===== src/rtl/mul_div_unit.sv =====
// Iterative 32-bit multiply/divide unit with HI/LO registers (MULT/MULTU/DIV/DIVU, MTHI/MTLO).
// Define MUL_DIV_DIVIDER_EN to build the restoring divider; otherwise DIV/DIVU complete without effect.
module mul_div_unit #(
  parameter int unsigned XLEN = 32
) (
  input  logic            clk,
  input  logic            reset,
  input  logic            start,
  input  logic [1:0]      op,
  input  logic [XLEN-1:0] rs_data,
  input  logic [XLEN-1:0] rt_data,
  input  logic            mthi,
  input  logic            mtlo,
  output logic            busy,
  output logic            done,
  output logic [XLEN-1:0] hi,
  output logic [XLEN-1:0] lo,
  output logic            div_by_zero
);

  localparam int unsigned PW    = 2 * XLEN;
  localparam int unsigned CNT_W = 6;

  typedef enum logic [1:0] {IDLE, CALC, FINISH} state_t;

  state_t state, state_next;

  logic [CNT_W-1:0] cnt;
  logic [XLEN-1:0]  m_q;
  logic [PW-1:0]    acc;
  logic             neg_lo_q;
  logic             skip_q;
  logic             dbz_c;
  logic             skip_c;
  logic [XLEN:0]    sum_c;
  logic [PW-1:0]    mul_next_c;
  logic [PW-1:0]    prod_fix_c;

  function automatic logic [XLEN-1:0] mag(input logic [XLEN-1:0] v, input logic sgn);
    mag = (sgn && v[XLEN-1]) ? -v : v;
  endfunction

`ifdef MUL_DIV_DIVIDER_EN
  logic            op_div_q;
  logic            neg_hi_q;
  logic [XLEN:0]   rem;
  logic [XLEN+1:0] rem_sh_c;
  logic [XLEN+1:0] diff_c;
  logic            fits_c;
  logic [XLEN:0]   rem_next_c;
  logic [XLEN-1:0] quot_fix_c;
  logic [XLEN-1:0] rem_fix_c;

  assign dbz_c  = op[1] && (rt_data == '0);
  assign skip_c = dbz_c;

  // Restoring step: shift in the next dividend bit, keep the difference if it did not go negative
  always_comb begin
    rem_sh_c   = {rem, acc[XLEN-1]};
    diff_c     = rem_sh_c - {2'b00, m_q};
    fits_c     = ~diff_c[XLEN+1];
    rem_next_c = fits_c ? diff_c[XLEN:0] : rem_sh_c[XLEN:0];
    quot_fix_c = neg_lo_q ? -acc[XLEN-1:0] : acc[XLEN-1:0];
    rem_fix_c  = neg_hi_q ? -rem[XLEN-1:0] : rem[XLEN-1:0];
  end
`else
  assign dbz_c  = 1'b0;
  assign skip_c = op[1];
`endif

  // Shift-add step: multiplier bits leave acc at the bottom while the sum enters at the top
  always_comb begin
    sum_c      = {1'b0, acc[PW-1:XLEN]} + (acc[0] ? {1'b0, m_q} : '0);
    mul_next_c = {sum_c, acc[XLEN-1:1]};
    prod_fix_c = neg_lo_q ? -acc : acc;
  end

  always_ff @(posedge clk) begin
    if (reset) state <= IDLE;
    else       state <= state_next;
  end

  always_comb begin
    state_next = state;
    unique case (state)
      IDLE:    if (start) state_next = skip_c ? FINISH : CALC;
      CALC:    if (cnt == CNT_W'(XLEN - 1)) state_next = FINISH;
      FINISH:  state_next = IDLE;
      default: state_next = IDLE;
    endcase
  end

  always_ff @(posedge clk) begin
    if (reset) begin
      busy        <= 1'b0;
      done        <= 1'b0;
      hi          <= '0;
      lo          <= '0;
      div_by_zero <= 1'b0;
      cnt         <= '0;
      m_q         <= '0;
      acc         <= '0;
      neg_lo_q    <= 1'b0;
      skip_q      <= 1'b0;
`ifdef MUL_DIV_DIVIDER_EN
      op_div_q    <= 1'b0;
      neg_hi_q    <= 1'b0;
      rem         <= '0;
`endif
    end else begin
      busy <= (state_next != IDLE);
      done <= (state == FINISH);
      unique case (state)
        IDLE: begin
          if (start) begin
            cnt         <= '0;
            skip_q      <= skip_c;
            div_by_zero <= dbz_c;
            neg_lo_q    <= op[0] & (rs_data[XLEN-1] ^ rt_data[XLEN-1]);
            m_q         <= op[1] ? mag(rt_data, op[0]) : mag(rs_data, op[0]);
            acc         <= {{XLEN{1'b0}}, (op[1] ? mag(rs_data, op[0]) : mag(rt_data, op[0]))};
`ifdef MUL_DIV_DIVIDER_EN
            op_div_q    <= op[1];
            neg_hi_q    <= op[0] & rs_data[XLEN-1];
            rem         <= '0;
`endif
          end else begin
            if (mthi) hi <= rs_data;
            if (mtlo) lo <= rs_data;
          end
        end
        CALC: begin
          cnt <= cnt + CNT_W'(1);
`ifdef MUL_DIV_DIVIDER_EN
          if (op_div_q) begin
            rem             <= rem_next_c;
            acc[XLEN-1:0]   <= {acc[XLEN-2:0], fits_c};
          end else
`endif
          begin
            acc <= mul_next_c;
          end
        end
        FINISH: begin
          if (!skip_q) begin
`ifdef MUL_DIV_DIVIDER_EN
            if (op_div_q) begin
              lo <= quot_fix_c;
              hi <= rem_fix_c;
            end else
`endif
            begin
              hi <= prod_fix_c[PW-1:XLEN];
              lo <= prod_fix_c[XLEN-1:0];
            end
          end
        end
        default: ;
      endcase
    end
  end

endmodule


===== config.mk =====
export PLATFORM = sky130hd
export DESIGN_NAME = mul_div_unit
export DESIGN_NICKNAME = d
export VERILOG_FILES = /design/src/rtl/mul_div_unit.sv
export SDC_FILE = /design/constraint.sdc
export NUM_CORES = 1
export LEC_CHECK = 0
export ABC_AREA = 1
export CORE_UTILIZATION = 40
export DETAILED_ROUTE_END_ITERATION = 10
export SETUP_SLACK_MARGIN = 0.5
export SYNTH_ARGS = -nofsm -noshare
export SYNTH_HDL_FRONTEND = slang
export SYNTH_SLANG_ARGS = --single-unit
export TNS_END_PERCENT = 1

===== constraint.sdc =====
create_clock -name clk -period 2.8 [get_ports clk]
set_clock_uncertainty 0.1 [all_clocks]
set_input_delay 0.42 -clock clk [delete_from_list [all_inputs] [get_ports clk]]
set_output_delay 0.42 -clock clk [all_outputs]
set_load 0.02 [all_outputs]

==> qor.txt <==
JOB
----------------------------------------------------------------------------------
Count of maximum capacitance violations                                          0

SYNTHESIS
----------------------------------------------------------------------------------
Synthesized instance count                                                    2466
EDFF count, synth                                                                0
Synth async-reset ratio                                                         0%
Per-instance average area after synthesis                                5.715 um2
Summed instance area of the synthesized netlist                          14090 um2
Number of nets in the synthesized netlist                                     2574
Proportion of synthesized chip area in sequential cells                     24.43%
Number of synthesized register bits                                            172
Number of library cell types mapped by synthesis                                50
Total of warnings raised by yosys                                                0
Dominant register cell in the synthesized netlist                     sky130_fd_sc_hd__dfxtp_1

TIMING
----------------------------------------------------------------------------------
Hold violation total from the final report                                       0
Unrepaired setup endpoints after global routing                               true
Post-route minimum period                                                  2346 ps
Total setup violations reported at the end of the flow                           0
Final critical-path share of the clock period                               83.78%
Maximum operating frequency                                             0.4263 GHz
Tightest Pin Transition                                                   788.1 ps
Max-slew headroom                                                           47.46%
Setup total negative slack                                                    0 ps
Max Slew Vio Count                                                               0

GLOBAL ROUTING
----------------------------------------------------------------------------------
Initial antenna violation count                                                  0
All-layer global routing usage                                              34.61%
Global-route wire length before repair                                    93.17 mm
Number of global-route vias before repair                                    15520
Congestion Overflow GR                                                           0
Maximum number of pins on one net before global-route repair                    77

FLOORPLAN
----------------------------------------------------------------------------------
Count of boundary I/O pins                                                     138
Die area                                                                 35990 um2
Initial Utilization                                                         40.70%
Floorplan die width                                                       189.7 um
Core footprint                                                           34630 um2
Vertical die dimension                                                    189.7 um
Number of placement rows                                                        68

CELLS AND AREA
----------------------------------------------------------------------------------
FF/Latch Area                                                             3448 um2
Number of nets in the layout                                                  2706
Number of inserted diodes                                                        0
Share of final-layout standard cells stronger than drive strength 1         11.72%
Signed area change from the synthesized netlist to the final layout         24.78%
Multi-input combinational cell area                                       9723 um2
Design area                                                              17590 um2
Count of fill cells added during filler insertion                             3706

CRITICAL PATH
----------------------------------------------------------------------------------
Required time at the worst-slack endpoint                                  3010 ps
Worst stage delay on the critical path                                      380 ps
Largest driver fanout on the critical path                                       8
Nature of the critical path endpoint                                     flip-flop
Crit path launch type                                                    flip-flop
Slowest stage cell on the critical path                               sky130_fd_sc_hd__dfxtp_4
Setup Crit Path Kind                                                  flip-flop to flip-flop
CP cell instances                                                     buf_12, clkbuf_16, nand2_1, inv_2, ha_4, nand2_4, nor2_4, and2_4, nand4_1, nand3_1, nand2_1, nand3_1, a21oi_1
Arrival time of data at the critical path endpoint                         2550 ps

CTS
----------------------------------------------------------------------------------
H-tree depth reported by CTS                                                     4
Maximum buffer depth of the clock tree                                           2
Clock network latency to the later pin of the worst-skew pair               460 ps
CTS sink count                                                                 172
Cell chosen for the clock root                                        sky130_fd_sc_hd__clkbuf_16
Cts hold-fix bufs                                                                0
Number of clock buffers inserted by TritonCTS                                   17
Clock slew seen by the registers of the worst setup and hold paths           90 ps
CTS tree                                                                       yes

PLACEMENT
----------------------------------------------------------------------------------
Routability cong.                                                           0.9640
IO Port Bufs                                                                   136
Detailed-placement wirelength estimate                                    49.54 mm
Placed Instance Area                                                     16120 um2

POWER
----------------------------------------------------------------------------------
Largest voltage drop on the vdd net                                    0.0004287 V
Combinational fraction of design power                                       30.9%
Leak Pwr                                                                  8.598 nW
PnR Total Power                                                           7.664 mW
Sequential power share                                                       37.4%
Sw frac                                                                     38.88%
Share of total power in the clock network                                    31.7%
Pwr per Cell Area                                                     435.8 nW/um2
Internal power consumption                                                4.684 mW
Net load switching power                                                  2.980 mW

DRT
----------------------------------------------------------------------------------
Average via count per standard cell                                          5.451
DR pass1 iterations                                                              8
Number of DRC markers after the initial detailed-route iteration              1664
Routed Antenna Nets                                                              0
Total wirelength of the detailed-routed design                            62.91 mm
Routed WL per cell                                                        20.52 um
Via Count                                                                    16710
Number of remaining DRC errors                                                   0

OUTCOME
----------------------------------------------------------------------------------
Run status                                                            complete, no violations

MIN PATH
----------------------------------------------------------------------------------
Class of the tightest hold or removal check                           input port to flip-flop

[cells in the final DEF (no fill, tap or decap), drive strengths merged, types with 6 or more instances in the layout]
cell type / count
ha: 36
buf: 66
nand2: 774
o221ai: 6
nand4: 26
dfxtp: 172
clkbuf: 20
xor2: 27
a22oi: 28
o211ai: 11
clkdlybuf4s50: 135
nand3: 248
nand3b: 20
nor2: 330
o21bai: 8
a21oi: 147
inv: 333
a31oi: 18
nor3: 15
and2: 8
xnor2: 10
or2: 14
o21ai: 134
[routing by layer]
| metal | track usage, % | vias up | part of all wire, % |
|---|---|---|---|
| met3 | 3.855 | 104 | 6.5 |
| met2 | 56.44 | 674 | 46 |
| met5 | 0 | - | 0 |
| met1 | 46.23 | 7775 | 44 |
| li1 | - | 8159 | - |
| met4 | 14.36 | 0 | 4.1 |
[metrics by stage]
stage | util, % | instances | hold WS, ps | setup WS [ps]
after floorplan | - | 2466 | 336.4 | 513.2
after global placement | 46.54 | 3021 | 352.0 | 132.9
after detailed placement | 46.54 | 3021 | 359.7 | 124.2
after CTS | 49.07 | 3054 | 347.3 | 418.4
after global routing | 50.78 | 3066 | 379.7 | 313.2
final | 50.78 | 3066 | 367.2 | 454.1
[critical path: cells and delay by family, from the launching register on]
kind / cells / cell delay, ps
and+or+nand+nor: 8 / 960
DFF: 1 / 380
buffers and inverters: 3 / 350
adders and majority gates: 1 / 320
AOI/OAI and AO/OA: 1 / 70
[final cells by class]
type / instances / area share (%)
Sequential cell: 172 / 19.61
Clock buffer: 18 / 2.440
Clock inverter: 14 / 0.8182
Multi-Input combinational cell: 1880 / 55.29
Tap cell: 455 / 3.237
Inverter: 324 / 6.937
Timing Repair Buffer: 203 / 11.67
[flip-flops by register name (all words and copies together), names as in the netlist]
signal	count
acc	64
busy	1
cnt	6
done	1
hi	32
lo	32
m_q	32
neg_lo_q	1
skip_q	1
state	2
[power groups by stage]
stage	Sequential [mW]	Combinational, mW	Clock [mW]
finish	2.86	2.37	2.43
global route	2.87	2.57	2.55
CTS	2.85	2.30	2.44
detailed placement	2.90	2.27	0
global placement	2.90	2.26	0
floorplan	2.93	1.30	0
[synthesized netlist by cell type, types with 2 or more instances]
cell | number | area share, %
sky130_fd_sc_hd__buf_2 | 34 | 1.2
sky130_fd_sc_hd__nand3_2 | 3 | 0.21
sky130_fd_sc_hd__nand4_1 | 26 | 1.2
sky130_fd_sc_hd__o22ai_1 | 3 | 0.13
sky130_fd_sc_hd__and2_1 | 7 | 0.31
sky130_fd_sc_hd__a31oi_1 | 18 | 0.80
sky130_fd_sc_hd__dfxtp_1 | 172 | 24
sky130_fd_sc_hd__clkbuf_1 | 33 | 0.88
sky130_fd_sc_hd__ha_1 | 36 | 3.2
sky130_fd_sc_hd__nor4_1 | 4 | 0.18
sky130_fd_sc_hd__xor2_1 | 27 | 1.7
sky130_fd_sc_hd__or2_2 | 10 | 0.44
sky130_fd_sc_hd__o211ai_1 | 11 | 0.59
sky130_fd_sc_hd__a21o_1 | 3 | 0.16
sky130_fd_sc_hd__nand2_4 | 2 | 0.16
sky130_fd_sc_hd__or2_1 | 4 | 0.18
sky130_fd_sc_hd__buf_6 | 4 | 0.32
sky130_fd_sc_hd__inv_1 | 315 | 8.4
sky130_fd_sc_hd__nand3_1 | 244 | 8.7
sky130_fd_sc_hd__o221ai_1 | 6 | 0.37
sky130_fd_sc_hd__xnor2_1 | 10 | 0.62
sky130_fd_sc_hd__buf_1 | 9 | 0.24
sky130_fd_sc_hd__o21ai_1 | 14 | 0.50
sky130_fd_sc_hd__nor2_4 | 6 | 0.48
sky130_fd_sc_hd__nand3b_1 | 20 | 1.1
sky130_fd_sc_hd__o21bai_1 | 8 | 0.43
sky130_fd_sc_hd__o21ai_0 | 115 | 4.1
sky130_fd_sc_hd__a221oi_1 | 4 | 0.25
sky130_fd_sc_hd__nor3_1 | 15 | 0.53
sky130_fd_sc_hd__nand2_2 | 13 | 0.58
sky130_fd_sc_hd__a21oi_1 | 146 | 5.2
sky130_fd_sc_hd__inv_2 | 8 | 0.21
sky130_fd_sc_hd__o21ai_2 | 3 | 0.19
sky130_fd_sc_hd__o21ai_4 | 2 | 0.23
sky130_fd_sc_hd__a22oi_1 | 28 | 1.5
sky130_fd_sc_hd__nor2_2 | 16 | 0.71
sky130_fd_sc_hd__nand2_1 | 759 | 20
sky130_fd_sc_hd__nor2_1 | 307 | 8.2
sky130_fd_sc_hd__buf_4 | 10 | 0.53
[repair_timing]
action | in CTS | in global routing
hold endpoints to repair | 0 | 0
buffers inserted | 0 | 10
endpoints found under the setup margin | 26 | 62
cloned | 1 | 2
pin swaps | 3 | 39
gates resized for setup | 56 | 124
[cells by family after synthesis]
family | count (synthesis) | share of synthesized area [%]
adder cells (fa/ha/maj) | 37 | 3.338
other | 1 | 0.02661
flip-flops | 172 | 24.43
buffers and inverters | 414 | 11.82
XOR/XNOR | 37 | 2.299
AND/OR/NAND/NOR | 1440 | 43.41
AO/OA/AOI/OAI | 365 | 14.68
[worst paths after layout]
| path | start | endpoint | slack [ps] | cells past startpoint |
|---|---|---|---|---|
| worst min register to register | cnt[5] | cnt[5] | 370 | 1 |
| worst max register to register | acc[0] | acc[48] | 450 | 13 |
| worst min-delay path | reset | acc[11] | 370 | 4 |
| worst max-delay path | acc[0] | acc[48] | 450 | 13 |
Power figures use the tool's default switching activity.
